`config.mk`:
```
export PLATFORM = sky130hd
export DESIGN_NAME = mem_wb_stage
export DESIGN_NICKNAME = d
export VERILOG_FILES = /design/src/rtl/mips_pkg.sv /design/src/rtl/mem_wb_stage_load_align.sv /design/src/rtl/mem_wb_stage.sv
export SDC_FILE = /design/constraint.sdc
export NUM_CORES = 1
export LEC_CHECK = 0
export BUFFER_PORTS_ARGS = -buffer_cell sky130_fd_sc_hd__buf_4
export CORE_ASPECT_RATIO = 0.8
export CORE_MARGIN = 3
export CORE_UTILIZATION = 40
export CTS_CLUSTER_SIZE = 24
export DETAILED_ROUTE_END_ITERATION = 7
export PLACE_DENSITY_LB_ADDON = 0.05
export SLEW_MARGIN = 20
export SYNTH_ARGS = -nofsm -noshare
export SYNTH_HDL_FRONTEND = slang
export SYNTH_SLANG_ARGS = --single-unit
export TNS_END_PERCENT = 5
```
`constraint.sdc`:
```
create_clock -name clk -period 1.1 [get_ports clk]
set_input_delay 0.165 -clock clk [delete_from_list [all_inputs] [get_ports clk]]
set_output_delay 0.165 -clock clk [all_outputs]
set_load 0.01 [all_outputs]
```
`src/rtl/mips_pkg.sv`:
```
// mips_pkg: shared MIPS32 pipeline definitions.
//   REG_ADDR_W  GPR address width
//   REG_ZERO    address of the hard-wired zero register
//   ld_size_t   load size encoding (2'b11 is reserved and handled as a word)
package mips_pkg;

  localparam int REG_ADDR_W = 5;
  localparam logic [REG_ADDR_W-1:0] REG_ZERO = 5'd0;

  typedef enum logic [1:0] {
    LD_BYTE = 2'b00,
    LD_HALF = 2'b01,
    LD_WORD = 2'b10
  } ld_size_t;

endpackage

```
`src/rtl/mem_wb_stage_load_align.sv`:
```
// load_align: combinational sub-word load extraction.
// Selects the little-endian byte/half lane from an aligned data word,
// sign- or zero-extends it and flags misaligned half/word accesses.
//   word_i      aligned word from data memory
//   addr_lsb_i  effective address bits [1:0]
//   size_i      load size (ld_size_t encoding)
//   unsigned_i  zero-extend instead of sign-extend
//   data_o      extended load data
//   misalign_o  access is misaligned for its size
module load_align
  import mips_pkg::*;
#(
  parameter int DATA_WIDTH = 32
) (
  input  logic [DATA_WIDTH-1:0] word_i,
  input  logic [1:0]            addr_lsb_i,
  input  logic [1:0]            size_i,
  input  logic                  unsigned_i,
  output logic [DATA_WIDTH-1:0] data_o,
  output logic                  misalign_o
);

  logic [7:0]  byte_sel;
  logic [15:0] half_sel;
  logic        byte_ext;
  logic        half_ext;

  always_comb begin
    byte_sel = word_i[{addr_lsb_i, 3'b000} +: 8];
    half_sel = addr_lsb_i[1] ? word_i[31:16] : word_i[15:0];
    byte_ext = byte_sel[7] & ~unsigned_i;
    half_ext = half_sel[15] & ~unsigned_i;

    data_o     = word_i;
    misalign_o = 1'b0;
    case (ld_size_t'(size_i))
      LD_BYTE: begin
        data_o = {{(DATA_WIDTH-8){byte_ext}}, byte_sel};
      end
      LD_HALF: begin
        data_o     = {{(DATA_WIDTH-16){half_ext}}, half_sel};
        misalign_o = addr_lsb_i[0];
      end
      // LD_WORD and the reserved encoding both load the full word
      default: begin
        data_o     = word_i;
        misalign_o = |addr_lsb_i;
      end
    endcase
  end

endmodule

```
`src/rtl/mem_wb_stage.sv`:
```
// mem_wb_stage: MIPS32 memory-to-writeback pipeline register.
// Captures the retiring instruction (load data already extracted), drives the
// register file write port and an identical forwarding copy, suppresses
// writes to $0 and misaligned loads, and pulses misalign_err once per
// misaligned load.
// Ports:
//   clk, rst_n            clock, asynchronous active-low reset
//   in_valid / in_ready   MEM handshake (in_ready = !stall)
//   stall, flush          hazard unit hold / kill
//   in_*                  instruction fields from the MEM stage
//   wr_en/wr_addr/wr_data register file write port
//   fwd_*                 forwarding copy of the write port
//   misalign_err          one-cycle misaligned-load pulse
// Optional macro RETIRE_CNT_EN adds output retire_count[31:0], a wrapping
// count of instructions that occupied the stage.
module mem_wb_stage
  import mips_pkg::*;
#(
  parameter int DATA_WIDTH = 32
) (
  input  logic                  clk,
  input  logic                  rst_n,
  input  logic                  in_valid,
  output logic                  in_ready,
  input  logic                  stall,
  input  logic                  flush,
  input  logic                  in_reg_wr,
  input  logic                  in_mem_to_reg,
  input  logic [1:0]            in_ld_size,
  input  logic                  in_ld_unsigned,
  input  logic [REG_ADDR_W-1:0] in_wr_addr,
  input  logic [DATA_WIDTH-1:0] in_alu_result,
  input  logic [DATA_WIDTH-1:0] in_mem_rdata,
  output logic                  wr_en,
  output logic [REG_ADDR_W-1:0] wr_addr,
  output logic [DATA_WIDTH-1:0] wr_data,
  output logic                  fwd_valid,
  output logic [REG_ADDR_W-1:0] fwd_addr,
  output logic [DATA_WIDTH-1:0] fwd_data,
`ifdef RETIRE_CNT_EN
  output logic                  misalign_err,
  output logic [31:0]           retire_count
`else
  output logic                  misalign_err
`endif
);

  logic                  valid_q, valid_d;
  logic                  done_q, done_d;
  logic                  reg_wr_q, reg_wr_d;
  logic                  misalign_q, misalign_d;
  logic [REG_ADDR_W-1:0] wr_addr_q, wr_addr_d;
  logic [DATA_WIDTH-1:0] wr_data_q, wr_data_d;

  logic [DATA_WIDTH-1:0] ld_data;
  logic                  ld_misalign;
  logic                  first_cycle;

  load_align #(
    .DATA_WIDTH(DATA_WIDTH)
  ) u_load_align (
    .word_i     (in_mem_rdata),
    .addr_lsb_i (in_alu_result[1:0]),
    .size_i     (in_ld_size),
    .unsigned_i (in_ld_unsigned),
    .data_o     (ld_data),
    .misalign_o (ld_misalign)
  );

  assign in_ready = !stall;

  always_comb begin
    valid_d    = valid_q;
    done_d     = done_q;
    reg_wr_d   = reg_wr_q;
    misalign_d = misalign_q;
    wr_addr_d  = wr_addr_q;
    wr_data_d  = wr_data_q;

    if (flush) begin
      valid_d = 1'b0;
      done_d  = 1'b0;
    end else if (stall) begin
      // a held entry has already had its one write cycle
      done_d = valid_q;
    end else begin
      valid_d = in_valid;
      done_d  = 1'b0;
      if (in_valid) begin
        reg_wr_d   = in_reg_wr;
        misalign_d = in_mem_to_reg & ld_misalign;
        wr_addr_d  = in_wr_addr;
        wr_data_d  = in_mem_to_reg ? ld_data : in_alu_result;
      end
    end
  end

  always_ff @(posedge clk or negedge rst_n) begin
    if (!rst_n) begin
      valid_q    <= 1'b0;
      done_q     <= 1'b0;
      reg_wr_q   <= 1'b0;
      misalign_q <= 1'b0;
      wr_addr_q  <= '0;
      wr_data_q  <= '0;
    end else begin
      valid_q    <= valid_d;
      done_q     <= done_d;
      reg_wr_q   <= reg_wr_d;
      misalign_q <= misalign_d;
      wr_addr_q  <= wr_addr_d;
      wr_data_q  <= wr_data_d;
    end
  end

  assign first_cycle  = valid_q & !done_q;
  assign wr_en        = first_cycle & reg_wr_q & (wr_addr_q != REG_ZERO) & !misalign_q;
  assign wr_addr      = wr_addr_q;
  assign wr_data      = wr_data_q;
  assign fwd_valid    = wr_en;
  assign fwd_addr     = wr_addr_q;
  assign fwd_data     = wr_data_q;
  assign misalign_err = first_cycle & misalign_q;

`ifdef RETIRE_CNT_EN
  logic [31:0] retire_cnt_q, retire_cnt_d;

  // $0 and misaligned entries still count as retired
  assign retire_cnt_d = retire_cnt_q + {31'd0, first_cycle};

  always_ff @(posedge clk or negedge rst_n) begin
    if (!rst_n) begin
      retire_cnt_q <= '0;
    end else begin
      retire_cnt_q <= retire_cnt_d;
    end
  end

  assign retire_count = retire_cnt_q;
`endif

endmodule

```
======== Word level (Yosys, flattened, before mapping) ========
Index checks and enable logic that the tools add are counted.
operators by class
  equal/unequal tests ..................... 2
  shift-type cells ........................ 1
  mux-type cells .......................... 8
  bitwise operators ....................... 11
  reductions and logical operators ........ 7
operators by type and width
  operator            count
  $pmux 32 s2         1
  $mux 32             1
  $shiftx 32x6->8     1
  $mux 16             1
  $and 1x1->1         8
  $reduce_bool 5->1   1
  $mux 1              4
  $logic_not 1->1     3
  $not 1->1           3
  $reduce_and 3->1    1
  $eq 2x1->1 const B  1
  $logic_not 2->1     1
  $ne 2x1->1 const B  1
  $pmux 1 s2          1
  $reduce_or 2->1     1
storage, ports and cells
  register bits after elaboration ......... 41
  input bits .............................. 79
  output and inout bits ................... 78
  word-level logic and storage cells ...... 35

======== Longest topological paths before layout ========
Gate-level depths: netlist (run 1).
  depth after elaboration ................. 5
  gate-level depth with buffers ........... 6

======== Modules after synthesis ========
A second synthesis (run 1) with hierarchy kept.
unflattened totals
  cells, all modules ...................... 268
  area, all modules ....................... 3221.8 µm²
by module, submodules not included
  module        instances  cells an instance  area an instance (µm²)  seq. area each (µm²)
  mem_wb_stage  1          170                2504.9                  1026.0
  load_align    1          98                 716.9                   0.0

======== Worst setup path after synthesis (run 1) ========
No wires, ideal clock.
  path type ............................... input to register
  from .................................... input stall
  to ...................................... register wr_data_q[22], in the netlist fwd_data[22]
  library setup time ...................... 121 ps
  data arrival time ....................... 1095 ps
  data required time ...................... 979 ps
  slack ................................... -116 ps
  stages .................................. 5
  buffers on the path ..................... 2
  cell sequence ........................... or3b_4 buf_6 buf_6 a221oi_2 o21ai_2
between the ends
  cells in the longest elaborated chain, start to end .. 2
ends and longest elaborated chain
  element                            line                 RTL
  from (decl)                        mem_wb_stage.sv:25   input logic stall,
  $not 1->1 (no source line)         n/a
  $reduce_and 3->1 (no source line)  n/a
  to (signal assigned)               mem_wb_stage.sv:112  wr_data_q <= wr_data_d;
  to (decl)                          mem_wb_stage.sv:53   logic [DATA_WIDTH-1:0] wr_data_q, wr_data_d;
No other way between the ends.
A chain may end at the register's enable or synchronous reset.

======== Worst setup path in the final report (run 1) ========
  from .................................... register wr_addr_q[3], in the netlist fwd_addr[3]
  to ...................................... output wr_en
between the ends
  cells in the longest elaborated chain, start to end .. 3
ends and longest elaborated chain
  element                   line                 RTL
  from (decl)               mem_wb_stage.sv:52   logic [REG_ADDR_W-1:0] wr_addr_q, wr_addr_d;
  from (signal assigned)    mem_wb_stage.sv:111  wr_addr_q <= wr_addr_d;
  $reduce_bool 5->1         mem_wb_stage.sv:117  assign wr_en = first_cycle & reg_wr_q & (wr_addr_q != REG_ZERO) & !misalign_q;
  $and 1x1->1 (2 in a row)  mem_wb_stage.sv:117
  to (decl)                 mem_wb_stage.sv:34   output logic wr_en,
No other way between the ends.

==> run metrics, run 1 <==
status=finished, violations left; failing checks=setup timing; area grow syn2layout=50.38%; layout filler cell count=618; dpl cell area=0.004199 sq mm; Clk pwr share=0.210; Pint=3.605 mW; final clock skew=0.0001084 ns; CTS clk-pin slew, worst paths=0.08 ns; global-route wire length before repair=14380 um; ant diodes=0; HPWL Detailed=7280 um; Worst Path Arrival=1.20 ns; post-synth net total=394; Post-Route WL=9511 um; CP endpoint kind=output pin; Avg Inst Size Synth=9.318 sq um; via count=2882; critical path class=reg2out; 1st-pass router iterations=4; DRC viols=0; Layout Utilization=0.6312; GR Overflow Total=0; Fmax achieved=0.7352 GHz; Pwr Density=1226 mW/mm^2; unrepaired setup endpoints after global routing=true; post-route worst setup slack=-0.2602 ns; worst hold path class=in2reg; Yosys top cell area share=0.3495; worst hold slack=0.05433 ns; Post-synth EDFFs=0; CP max stage cell=dfrtp_1; clk sinks=41; Cells on Worst Hold Path=3; critical path launch point=fwd_addr[3]; VDD IR max=0.5073 mV; crit share post-route=1.237; most common cell after layout, fill and taps aside=buf_4; WL/cell=17.20 um; max capacitance violation total=0; min Tclk post-route=1.360 ns; cts bufs inserted=5; switching power total=1.809 mW; CP Data Required Time=0.94 ns; layout cell share with drive strength beyond 1=0.5773; Final Wtd Congestion=0.8478; Die Y=82.62 um; die area=0.008409 sq mm; Synth Cell Area=0.002935 sq mm; Bufs and invs on worst path=1; Gate Count Post-Synth=315; switch share=0.3342; leading register cell type out of synthesis=dfrtp_1; top post-synthesis cells by area=dfrtp_1, buf_4, a221oi_2; I/O pin cnt=157; Crit path max-delay family=flip-flops; cells along the critical path=nor3_2, a21oi_2, buf_4; Max Root-Sink Buffers=2; fin area=0.004414 sq mm; max-slew violation count=0; # rows=27; FF-to-FF End=misalign_q; CP peak stage delay=0.40 ns; WHS Endpoint=fwd_addr[4]; CTS tree=done; post-synth cell types=47; async set or reset register ratio after synthesis=1.000; hold wc startpoint=in_wr_addr[4]; Ys Warns=0; Via density=5.212; sequential power share=0.369; largest net degree at the start of global routing=42; worst slew pin tran=0.5535 ns; 1st-iter DRT viols=79; r2r setup slk=0.27 ns; setup violators final=9; # port buffers=156; Tot GR Track Use=0.2189; Seq/Total Area, Yosys=0.3495; maximum fanout along the worst path=2; endpoints failing hold=0; Placeable Area=0.006993 sq mm; relative slew slack=0.6310; Post-DRT Antenna Nets=0; CTS Root Cell=clkbuf_8; #FFs+latches synth=41; Starting Density=0.4198; commonest cells after routing, fill and taps aside=buf_4, dfrtp_1, nor2_1, nand2_1, a21oi_1; initial antenna violation count=0; Clock Latency Late Sink=0.29 ns; Gate power share=0.421; area leader, netlist=dfrtp_1; vias in the first global route=2858; Worst Setup Start Kind=register; RR Startpoint=misalign_q; nets@finish=544; Die W=101.8 um; Leakage=2.141 nW; H-tree levels=2; FF-to-FF path depth=2
## final cells by class
type | count | area [sq um] | area share
clock inverter | 1 | 5.005 | 0.001134
clock buffer | 7 | 96.34 | 0.02183
tap | 87 | 108.9 | 0.02466
sequential | 41 | 1026 | 0.2324
timing repair buffer | 202 | 1612 | 0.3651
inverter | 5 | 18.77 | 0.004252
multi-input combinational | 210 | 1548 | 0.3506
## cells by family (layout without fill, tap and decap cells)
kind of cell	after synthesis	count (layout)	synth area share
flip-flops	41	41	0.3495
AND/OR/NAND/NOR	93	93	0.1624
AO/OA/AOI/OAI	102	102	0.2745
multiplexers	15	15	0.06309
buffers and inverters	64	215	0.1505
## sequential cells by signal (all words and copies together), names as in the netlist
register / cells
misalign_q: 1
done_q: 1
fwd_data: 32
reg_wr_q: 1
fwd_addr: 5
valid_q: 1
## worst register-to-register path, stage by stage, from the launching register on
cell     delay, ns
dfrtp_1       0.38
buf_4         0.13
a22o_1        0.21
## metrics by stage
step	power, mW	worst slack (ns)	TNS [ns]	instances
CTS	5.423	-0.2660	-0.9010	553
finish	5.414	-0.2602	-0.7852	553
global placement	4.215	-0.3323	-9.388	544
floorplan	3.206	-0.1163	-2.465	315
global route	5.732	-0.3044	-1.527	553
detailed placement	4.236	-0.3444	-10.30	544
## metal layers
layer | vias up | share of wire | track usage | wire (um)
li1 | 1406 | - | - | -
met4 | 0 | 0.0044 | 0.04117 | 42
met1 | 1364 | 0.46 | 0.2971 | 4351
met3 | 5 | 0.066 | 0.03694 | 630
met2 | 107 | 0.47 | 0.3714 | 4486
met5 | - | 0 | 0 | 0
## timing repair
| action | CTS | global route |
|---|---|---|
| endpoints found under the hold margin | 41 | 0 |
| setup buffers | 0 | 0 |
| resized for setup | 15 | 16 |
| setup endpoints to repair | 20 | 33 |
| hold buffers | 1 | 0 |
| pin swaps | 4 | 4 |
## power groups by stage
| stage | logic, mW | registers (mW) | clock network (mW) |
|---|---|---|---|
| final | 2.28 | 2.00 | 1.14 |
| after global routing | 2.47 | 2.04 | 1.22 |
| after floorplan | 1.10 | 2.11 | 0 |
| after CTS | 2.27 | 2.00 | 1.16 |
| after detailed placement | 2.21 | 2.02 | 0 |
| after global placement | 2.20 | 2.01 | 0 |
## synth_stat cells, types with 5 or more instances
cell type	number
a21oi_1	23
o221ai_1	6
mux2i_1	5
nand2_1	32
clkbuf_1	6
a221oi_2	10
and3_1	6
a221oi_1	10
mux2_2	8
buf_2	8
o21ai_2	7
nor2_1	32
buf_4	39
dfrtp_1	41
buf_6	6
o21ai_0	16
o22ai_1	8
a22o_1	5
## how the worst max path moves through the flow
stage	endpoint	slack, ns	cells after the start
finish	wr_en	-0.26	3
CTS	wr_en	-0.27	3
global placement	fwd_data[10]	-0.33	7
floorplan	fwd_data[22]	-0.12	5
global route	fwd_valid	-0.30	3
detailed placement	fwd_data[17]	-0.34	6
Note: power is estimated with default switching activity, not from simulation.
==> run 2: changes to the inputs <==
--- a/config.mk
+++ b/config.mk
@@ -11,6 +11,7 @@
 export CORE_UTILIZATION = 40
 export CTS_CLUSTER_SIZE = 24
 export DETAILED_ROUTE_END_ITERATION = 7
+export HOLD_SLACK_MARGIN = 0.15
 export PLACE_DENSITY_LB_ADDON = 0.05
 export SLEW_MARGIN = 20
 export SYNTH_ARGS = -nofsm -noshare
==> run 2 against run 1 <==
  * The run still ends with setup timing left
  * Die area did not move
  * Largest power group unchanged
  * Via count rose by 3.4%
  * Combinational power rose by 2%
  * Critical endpoint unchanged
  * Routed wire length rose by 2.9%
  * Register-to-register slack barely moved
  * Core utilization rose by 2.5 points
  * Non-clock buffer count rose by 18
  * Worst setup slack got worse by 0.0078 ns
  * Highest routed layer unchanged
==> run metrics, run 2 (synthesized netlist as in run 1, its figures left out) <==
status=finished, violations left; failing checks=setup timing; CTS clk-pin slew, worst paths=0.09 ns; final clock skew=0.00009834 ns; FF-to-FF End=misalign_q; cts bufs inserted=5; Power Total=5.468 mW; Placeable Area=0.006993 sq mm; Worst Setup Start Kind=register; critical path class=reg2out; 1st-pass router iterations=4; ant diodes=0; Pint=3.640 mW; unrepaired setup endpoints after global routing=true; # port buffers=156; layout filler cell count=614; switching power total=1.827 mW; I/O pin cnt=157; Die W=101.8 um; Starting Density=0.4198; Metal-1 WL=4440 um; worst slew pin tran=0.5580 ns; Tot GR Track Use=0.2251; setup violators final=12; FF-to-FF path depth=2; GR Overflow Total=0; 1st-iter DRT viols=88; worst hold path class=in2reg; met2 wire length=4676 um; CP endpoint kind=output pin; worst hold slack=0.1551 ns; global-route wire length before repair=14780 um; Clock Latency Late Sink=0.29 ns; die area=0.008409 sq mm; Worst Path Arrival=1.20 ns; layout cell share with drive strength beyond 1=0.5496; Post-DRT Antenna Nets=0; RR Startpoint=misalign_q; maximum fanout along the worst path=2; H-tree levels=2; WL/cell=17.15 um; WHS Endpoint=fwd_data[29]; Gate power share=0.426; Register Area=0.001026 sq mm; Fmax achieved=0.7310 GHz; post-route worst setup slack=-0.2680 ns; area grow syn2layout=56.27%; DRC viols=0; HPWL Detailed=7280 um; commonest cells after routing, fill and taps aside=buf_4, dfrtp_1, nor2_1, nand2_1, a21oi_1; Clk pwr share=0.209; crit share post-route=1.244; VDD IR max=0.5146 mV; most common cell after layout, fill and taps aside=buf_4; via count=2980; nets@finish=562; switch share=0.3342; Cells on Worst Hold Path=3; Max Root-Sink Buffers=2; clk sinks=41; endpoints failing hold=0; Final Wtd Congestion=0.8478; relative slew slack=0.6280; hold wc startpoint=in_mem_rdata[29]; sequential power share=0.366; max capacitance violation total=0; CTS tree=done; min Tclk post-route=1.368 ns; max reg flops=32; Multi-input gate area=0.001536 sq mm; # rows=27; vias in the first global route=2957; max-slew violation count=0; Die Y=82.62 um; Leakage=2.214 nW; CTS Root Cell=clkbuf_8; r2r setup slk=0.26 ns; number of setup buffers added after CTS=0; largest net degree at the start of global routing=42; Top Layer Used=met4; CP Data Required Time=0.94 ns; DR WL met3=605 um; Pwr Density=1192 mW/mm^2; initial antenna violation count=0; Via density=5.219; Place WS=-0.3444 ns; Post-Route WL=9791 um
run 2: cell count changes in the layout (fill, tap and decap cells not counted):
cell / previous run / this run
buf_4: 188 / 187
buf_6: 8 / 9
dlygate4sd3_1: 1 / 19
o21ai_0: 7 / 8
o21ai_1: 8 / 10
o21ai_2: 10 / 7
run 2: layout make-up:
type,count,area share
timing repair buffer,220,0.3914
multi-input combinational,210,0.3350
sequential,41,0.2237
tap,87,0.02373
clock buffer,7,0.02100
inverter,5,0.004092
clock inverter,1,0.001091
run 2: power by group through the flow:
stage / Sequential, mW / Clock, mW / Combinational [mW]
final: 2.00 / 1.14 / 2.33
after global routing: 2.04 / 1.22 / 2.52
after floorplan: 2.11 / 0 / 1.10
after CTS: 2.00 / 1.16 / 2.31
after global placement: 2.01 / 0 / 2.20
after detailed placement: 2.02 / 0 / 2.21
run 2: repair_timing:
action / CTS / global route
setup endpoints to repair: 20 / 30
hold buffers: 18 / 1
pin swaps: 4 / 4
resized for setup: 15 / 13
hold endpoints to repair: 57 / 1
cloned: 0 / 0
run 2: worst max path at each step:
stage               cells past startpoint        startpoint           end
CTS                                     3       fwd_addr[3]         wr_en
floorplan                               5             stall  fwd_data[22]
global route                            3        misalign_q     fwd_valid
finish                                  3       fwd_addr[3]         wr_en
global placement                        7  in_alu_result[1]  fwd_data[10]
detailed placement                      6             stall  fwd_data[17]
run 2: per-stage QoR:
stage,TNS [ns],std cells,util,cell area [sq um]
after floorplan,-2.465,315,-,2935
after global placement,-9.388,544,0.6005,4199
after detailed placement,-10.30,544,0.6005,4199
after CTS,-0.9010,570,0.6484,4534
after global routing,-1.507,571,0.6559,4587
final,-0.8357,571,0.6559,4587
run 2: worst max-delay path, stage by stage, from the launching register on:
cell,delay (ns)
dfrtp_1,0.40
nor3_2,0.27
a21oi_2,0.09
buf_4,0.15
run 2: per-layer routing:
layer	vias to the layer above	global-route usage
met2	110	0.3877
met5	-	0
met4	0	0.04117
li1	1448	-
met1	1415	0.3024
met3	7	0.03610
